--- src/rtl/minmax_pkg.sv ---
// Shared types and helpers for the windowed min/max tracker.
package minmax_pkg;

    typedef enum logic [1:0] {
        EMPTY  = 2'd0,
        TRACK  = 2'd1,
        REPORT = 2'd2
    } state_e;

    // Counter width able to hold 0..window inclusive.
    function automatic int cnt_width(input int window);
        return $clog2(window + 1);
    endfunction

endpackage

--- src/rtl/minmax_tracker_mag_cmp.sv ---
// Combinational magnitude comparator: a vs b -> gt/lt/eq.
// Define MINMAX_SIGNED_EN to compare as two's-complement; otherwise unsigned.
module mag_cmp #(
    parameter int WIDTH = 4
) (
    input  logic [WIDTH-1:0] a,
    input  logic [WIDTH-1:0] b,
    output logic             gt,
    output logic             lt,
    output logic             eq
);

    // Three-way decision; eq is the same in both number systems.
    always_comb begin
`ifdef MINMAX_SIGNED_EN
        gt = $signed(a) > $signed(b);
        lt = $signed(a) < $signed(b);
`else
        gt = a > b;
        lt = a < b;
`endif
        eq = (a == b);
    end

endmodule

--- src/rtl/minmax_tracker.sv ---
// Windowed running max/min tracker with held result handshake.
// Comparison signedness follows MINMAX_SIGNED_EN (see mag_cmp).
module minmax_tracker
    import minmax_pkg::*;
#(
    parameter int WIDTH  = 4,
    parameter int WINDOW = 10,
    parameter int CNT_W  = cnt_width(WINDOW)
) (
    input  logic             clk,
    input  logic             rst_n,
    input  logic             in_valid,
    input  logic [WIDTH-1:0] in_data,
    output logic             in_ready,
    input  logic             flush,
    output logic             res_valid,
    input  logic             res_ready,
    output logic [WIDTH-1:0] res_max,
    output logic [WIDTH-1:0] res_min,
    output logic [CNT_W-1:0] res_cnt,
    output logic             new_max,
    output logic             new_min
);

    localparam logic [CNT_W-1:0] WIN_C = CNT_W'(WINDOW);

    state_e           state_q, state_d;
    logic [WIDTH-1:0] max_q, max_d;
    logic [WIDTH-1:0] min_q, min_d;
    logic [CNT_W-1:0] cnt_q, cnt_d;
    logic             in_ready_q, in_ready_d;
    logic             res_valid_q, res_valid_d;
    logic             new_max_q, new_max_d;
    logic             new_min_q, new_min_d;

    logic             gt_max, lt_max, eq_max;
    logic             gt_min, lt_min, eq_min;
    logic             accept;
    logic [CNT_W-1:0] cnt_inc;
    logic             unused_cmp;

    mag_cmp #(.WIDTH(WIDTH)) u_cmp_max (
        .a  (in_data),
        .b  (max_q),
        .gt (gt_max),
        .lt (lt_max),
        .eq (eq_max)
    );

    mag_cmp #(.WIDTH(WIDTH)) u_cmp_min (
        .a  (in_data),
        .b  (min_q),
        .gt (gt_min),
        .lt (lt_min),
        .eq (eq_min)
    );

    // Only sample>max and sample<min matter; equality needs no action.
    assign unused_cmp = ^{lt_max, eq_max, gt_min, eq_min};

    // in_ready is registered, so acceptance never waits on in_valid.
    assign accept  = in_valid && in_ready_q;
    assign cnt_inc = cnt_q + 1'b1;

    // Next-state, extreme update and pulse generation.
    always_comb begin
        state_d   = state_q;
        max_d     = max_q;
        min_d     = min_q;
        cnt_d     = cnt_q;
        new_max_d = 1'b0;
        new_min_d = 1'b0;
        unique case (state_q)
            EMPTY: begin
                // First sample seeds both extremes; flush alone is ignored.
                if (accept) begin
                    max_d   = in_data;
                    min_d   = in_data;
                    cnt_d   = CNT_W'(1);
                    state_d = (WINDOW == 1) ? REPORT : TRACK;
                end
            end
            TRACK: begin
                if (accept) begin
                    if (gt_max) begin
                        max_d     = in_data;
                        new_max_d = 1'b1;
                    end
                    if (lt_min) begin
                        min_d     = in_data;
                        new_min_d = 1'b1;
                    end
                    cnt_d = cnt_inc;
                    if (cnt_inc == WIN_C) state_d = REPORT;
                end
                // Sample (if any) is folded in above before the window closes.
                if (flush) state_d = REPORT;
            end
            REPORT: begin
                if (res_ready) begin
                    state_d = EMPTY;
                    max_d   = '0;
                    min_d   = '0;
                    cnt_d   = '0;
                end
            end
            default: state_d = EMPTY;
        endcase
        in_ready_d  = (state_d != REPORT);
        res_valid_d = (state_d == REPORT);
    end

    // State and datapath registers; everything clears to 0 on reset.
    always_ff @(posedge clk or negedge rst_n) begin
        if (!rst_n) begin
            state_q     <= EMPTY;
            max_q       <= '0;
            min_q       <= '0;
            cnt_q       <= '0;
            in_ready_q  <= 1'b0;
            res_valid_q <= 1'b0;
            new_max_q   <= 1'b0;
            new_min_q   <= 1'b0;
        end else begin
            state_q     <= state_d;
            max_q       <= max_d;
            min_q       <= min_d;
            cnt_q       <= cnt_d;
            in_ready_q  <= in_ready_d;
            res_valid_q <= res_valid_d;
            new_max_q   <= new_max_d;
            new_min_q   <= new_min_d;
        end
    end

    assign in_ready  = in_ready_q;
    assign res_valid = res_valid_q;
    assign res_max   = max_q;
    assign res_min   = min_q;
    assign res_cnt   = cnt_q;
    assign new_max   = new_max_q;
    assign new_min   = new_min_q;

endmodule

--- config.mk ---
export PLATFORM = sky130hd
export DESIGN_NAME = minmax_tracker
export DESIGN_NICKNAME = d
export VERILOG_FILES = /design/src/rtl/minmax_pkg.sv /design/src/rtl/minmax_tracker_mag_cmp.sv /design/src/rtl/minmax_tracker.sv
export SDC_FILE = /design/constraint.sdc
export NUM_CORES = 1
export LEC_CHECK = 0
export ABC_AREA = 1
export BUFFER_PORTS_ARGS = -buffer_cell sky130_fd_sc_hd__buf_2
export CAP_MARGIN = 0
export CORE_MARGIN = 4
export CORE_UTILIZATION = 35
export CTS_BUF_LIST = sky130_fd_sc_hd__clkbuf_2 sky130_fd_sc_hd__clkbuf_4 sky130_fd_sc_hd__clkbuf_8
export CTS_CLUSTER_DIAMETER = 200
export DETAILED_ROUTE_END_ITERATION = 10
export PLACE_DENSITY = 0.53
export RECOVER_POWER = 50
export SETUP_SLACK_MARGIN = 0.2
export SYNTH_ARGS = -nofsm -noshare
export SYNTH_HDL_FRONTEND = slang
export SYNTH_SLANG_ARGS = --single-unit
export TNS_END_PERCENT = 10
--- constraint.sdc ---
create_clock -name clk -period 2.4 [get_ports clk]
set_input_delay 0.24 -clock clk [delete_from_list [all_inputs] [get_ports clk]]
set_output_delay 0.24 -clock clk [all_outputs]
set_load 0.05 [all_outputs]
==> results.sh <==
export IMPL_setup_violations=0
export IMPL_cts_buffers=3
export IMPL_area_delta_synth_final_pct=17.0
export IMPL_vias=1024
export IMPL_syn_num_nets=174
export IMPL_yosysWarnings=0
export IMPL_coreArea_sq_um=3130
export IMPL_fp_dieW_um=65.9
export IMPL_io_buffers=24
export IMPL_grt_max_degree=19
export IMPL_leakage_nw=0.768
export IMPL_p_comb_share_pct=62.1
export IMPL_hold_class="input pin to flip-flop"
export IMPL_drive_gt1_share_pct=15.1
export IMPL_power_total_w=0.00185
export IMPL_clockPowerShare_pct=10.2
export IMPL_ys_types=18
export IMPL_path_buf_inv=2
export IMPL_grt_first_pass_wirelength_um=4550
export IMPL_cp_required_ns=2.60
export IMPL_cts_path_max_buffers=2
export IMPL_intPower_w=0.000820
export IMPL_hold_viol_final=0
export IMPL_cp_end_kind="flip-flop"
export IMPL_max_vdd_ir_drop_mv=0.419
export IMPL_critPathMostFrequentCell="nand2_1"
export IMPL_clockRootBuffer="clkbuf_4"
export IMPL_design_area_sq_um=1370
export IMPL_gr_total_overflow=0
export IMPL_drt_total_wl_um=2540
export IMPL_cp_start_kind="flip-flop"
export IMPL_antenna_cells=0
export IMPL_worstMarginPinSlew_ns=0.948
export IMPL_place_area_sq_um=1340
export IMPL_rsz0062_at_grt="false"
export IMPL_seqPwrFrac_pct=27.7
export IMPL_fmaxAchievable_mhz=545
export IMPL_finalClockSkew_ns=0.00374
export IMPL_hpwl_um=2100
export IMPL_die_area_sq_um=4340
export IMPL_cp_cell_sequence="inv_1, ha_1, inv_1, nor2_4, nor3_4, nand2_1, nand2_1, nand2_1"
export IMPL_antenna_found_initial=0
export IMPL_globalplace_congestion=0.748
export IMPL_cp_arrival_ns=2.04
export IMPL_yosysSeqAreaShare_pct=38.4
export IMPL_critical_path_top_delay_family="simple AND/OR/NAND/NOR gates"
export IMPL_final_net_count=203
export IMPL_cts_setup_buffers=0
export IMPL_period_share_pct=76.5
export IMPL_wire_per_inst_um=11.4
export IMPL_finalWorstSetupSlack_ns=0.564
export IMPL_tritoncts="done"
export IMPL_track_usage_pct=13.6
export IMPL_die_y_um=65.9
export IMPL_rows=20
export IMPL_final_common_cell="nand2_1"
export IMPL_drc=0
export IMPL_ant_nets=0
export IMPL_synth_avg_cell_area_sq_um=7.77
export IMPL_grt_pass1_vias=1050
export IMPL_insertion_delay_ns=0.29
export IMPL_max_cap_violations=0
export IMPL_period_needed_ns=1.84
export IMPL_crit_type="flip-flop to flip-flop"
export IMPL_drtIter0Drc=18
export IMPL_via_per_inst=4.59
export IMPL_p_sw_share_pct=55.6
export IMPL_hold_buffers=1
export IMPL_start_util_pct=37.5
export IMPL_io_pins=25
export IMPL_ctsResizeCount=0
export IMPL_htreeDepth=1
export IMPL_report_final_slew_viol_count=0
export IMPL_drtPass1Iterations=4
export IMPL_crit_path_max_fanout=13
export IMPL_clock_sinks=18
export IMPL_slew_headroom_pct=36.8
export IMPL_status="finished, final reports clean"
export IMPL_syn_inst=151
export IMPL_setup_tns_ns=0
export IMPL_cellPowerDensity_nw_per_um2=1350
export IMPL_netlist_area_sq_um=1170
export IMPL_crit_slowest_cell="dfrtp_1"
export IMPL_cpPeakStageDelay_ns=0.42
export IMPL_synth_ff_latch_count=18
export IMPL_final_cell_mix="nand2_1 (45), inv_1 (27), dfrtp_1 (18), nand3_1 (15), buf_2 (15)"
export IMPL_pre_cts_ws_ns=0.568
export IMPL_clkTransAtPathRegs_ns=0.10
export IMPL_p_switching_w=0.00103
## metrics by stage
step,cells,hold WS (ns),util [%]
final,223,0.296,43.9
after global routing,223,0.305,43.9
after CTS,223,0.285,44.2
after detailed placement,218,0.197,42.8
after global placement,218,0.191,42.8
after floorplan,151,-0.0556,-
## per-layer routing
metal / GRT usage [%] / up-vias / wire [um] / part of all wire [%]
li1: - / 526 / - / -
met1: 16.2 / 477 / 1100 / 43
met2: 24.4 / 19 / 1320 / 52
met3: 2.21 / 2 / 98 / 3.9
met4: 4.66 / 0 / 17 / 0.67
met5: 0 / - / 0 / 0
## cells by family (layout without fill, tap and decap cells)
logic type / count (synthesis) / count (layout) / synth area share (%)
simple gates: 78 / 78 / 29.9
buf+inv: 30 / 58 / 10.2
flops: 18 / 18 / 38.4
fa+ha+maj: 14 / 14 / 14.9
compound gates: 11 / 11 / 6.61
## synthesized netlist by cell type (all sizes together)
cell    n  area, sq um
a21oi   3         26.3
nor3    5         47.5
nand4   1         6.26
o22ai   1         12.5
buf     1         11.3
ha     14          175
o21ai   7         38.8
inv    29          109
dfrtp  18          450
nand2  45          169
nand3  15         75.1
nor2   12         52.6
## cell type report
type                    count  area [sq um]
clock buffers               4          36.3
fillers                   343          1760
inverters                  29           109
multi-input cells         103           603
flip-flops and latches     18           450
well taps                  44          55.1
repair buffers             25           119
## worst min-delay path: stages
cell and delay (ns):
buf_2 0.10, nand2_1 0.14, nor3_1 0.07
## power by group through the flow
stage | logic [W] | registers, W | clock network (W)
floorplan | 0.000605 | 0.000832 | 0
CTS | 0.00117 | 0.000513 | 0.000197
detailed placement | 0.00117 | 0.000520 | 0
global placement | 0.00114 | 0.000515 | 0
finish | 0.00115 | 0.000512 | 0.000188
global route | 0.00129 | 0.000533 | 0.000211
## registers in the layout (all words and copies together) (netlist names)
| name | cells |
|---|---|
| res_cnt | 4 |
| res_max | 4 |
| res_min | 4 |
| state_q | 2 |
| in_ready | 1 |
| new_max | 1 |
| new_min | 1 |
| res_valid | 1 |
## worst paths after layout
check	from	endpoint	slack [ns]	cells after the start
min in group asynchronous	rst_n	in_ready	0.59	2
worst min-delay path	in_valid	new_min	0.30	3
max in group asynchronous	rst_n	res_min[3]	1.23	2
worst max register to register	state_q[0]	res_max[0]	0.56	8
worst min register to register	res_min[0]	res_min[0]	0.51	2
worst max-delay path	state_q[0]	res_max[0]	0.56	8
Note: power is estimated with default switching activity, not from simulation.
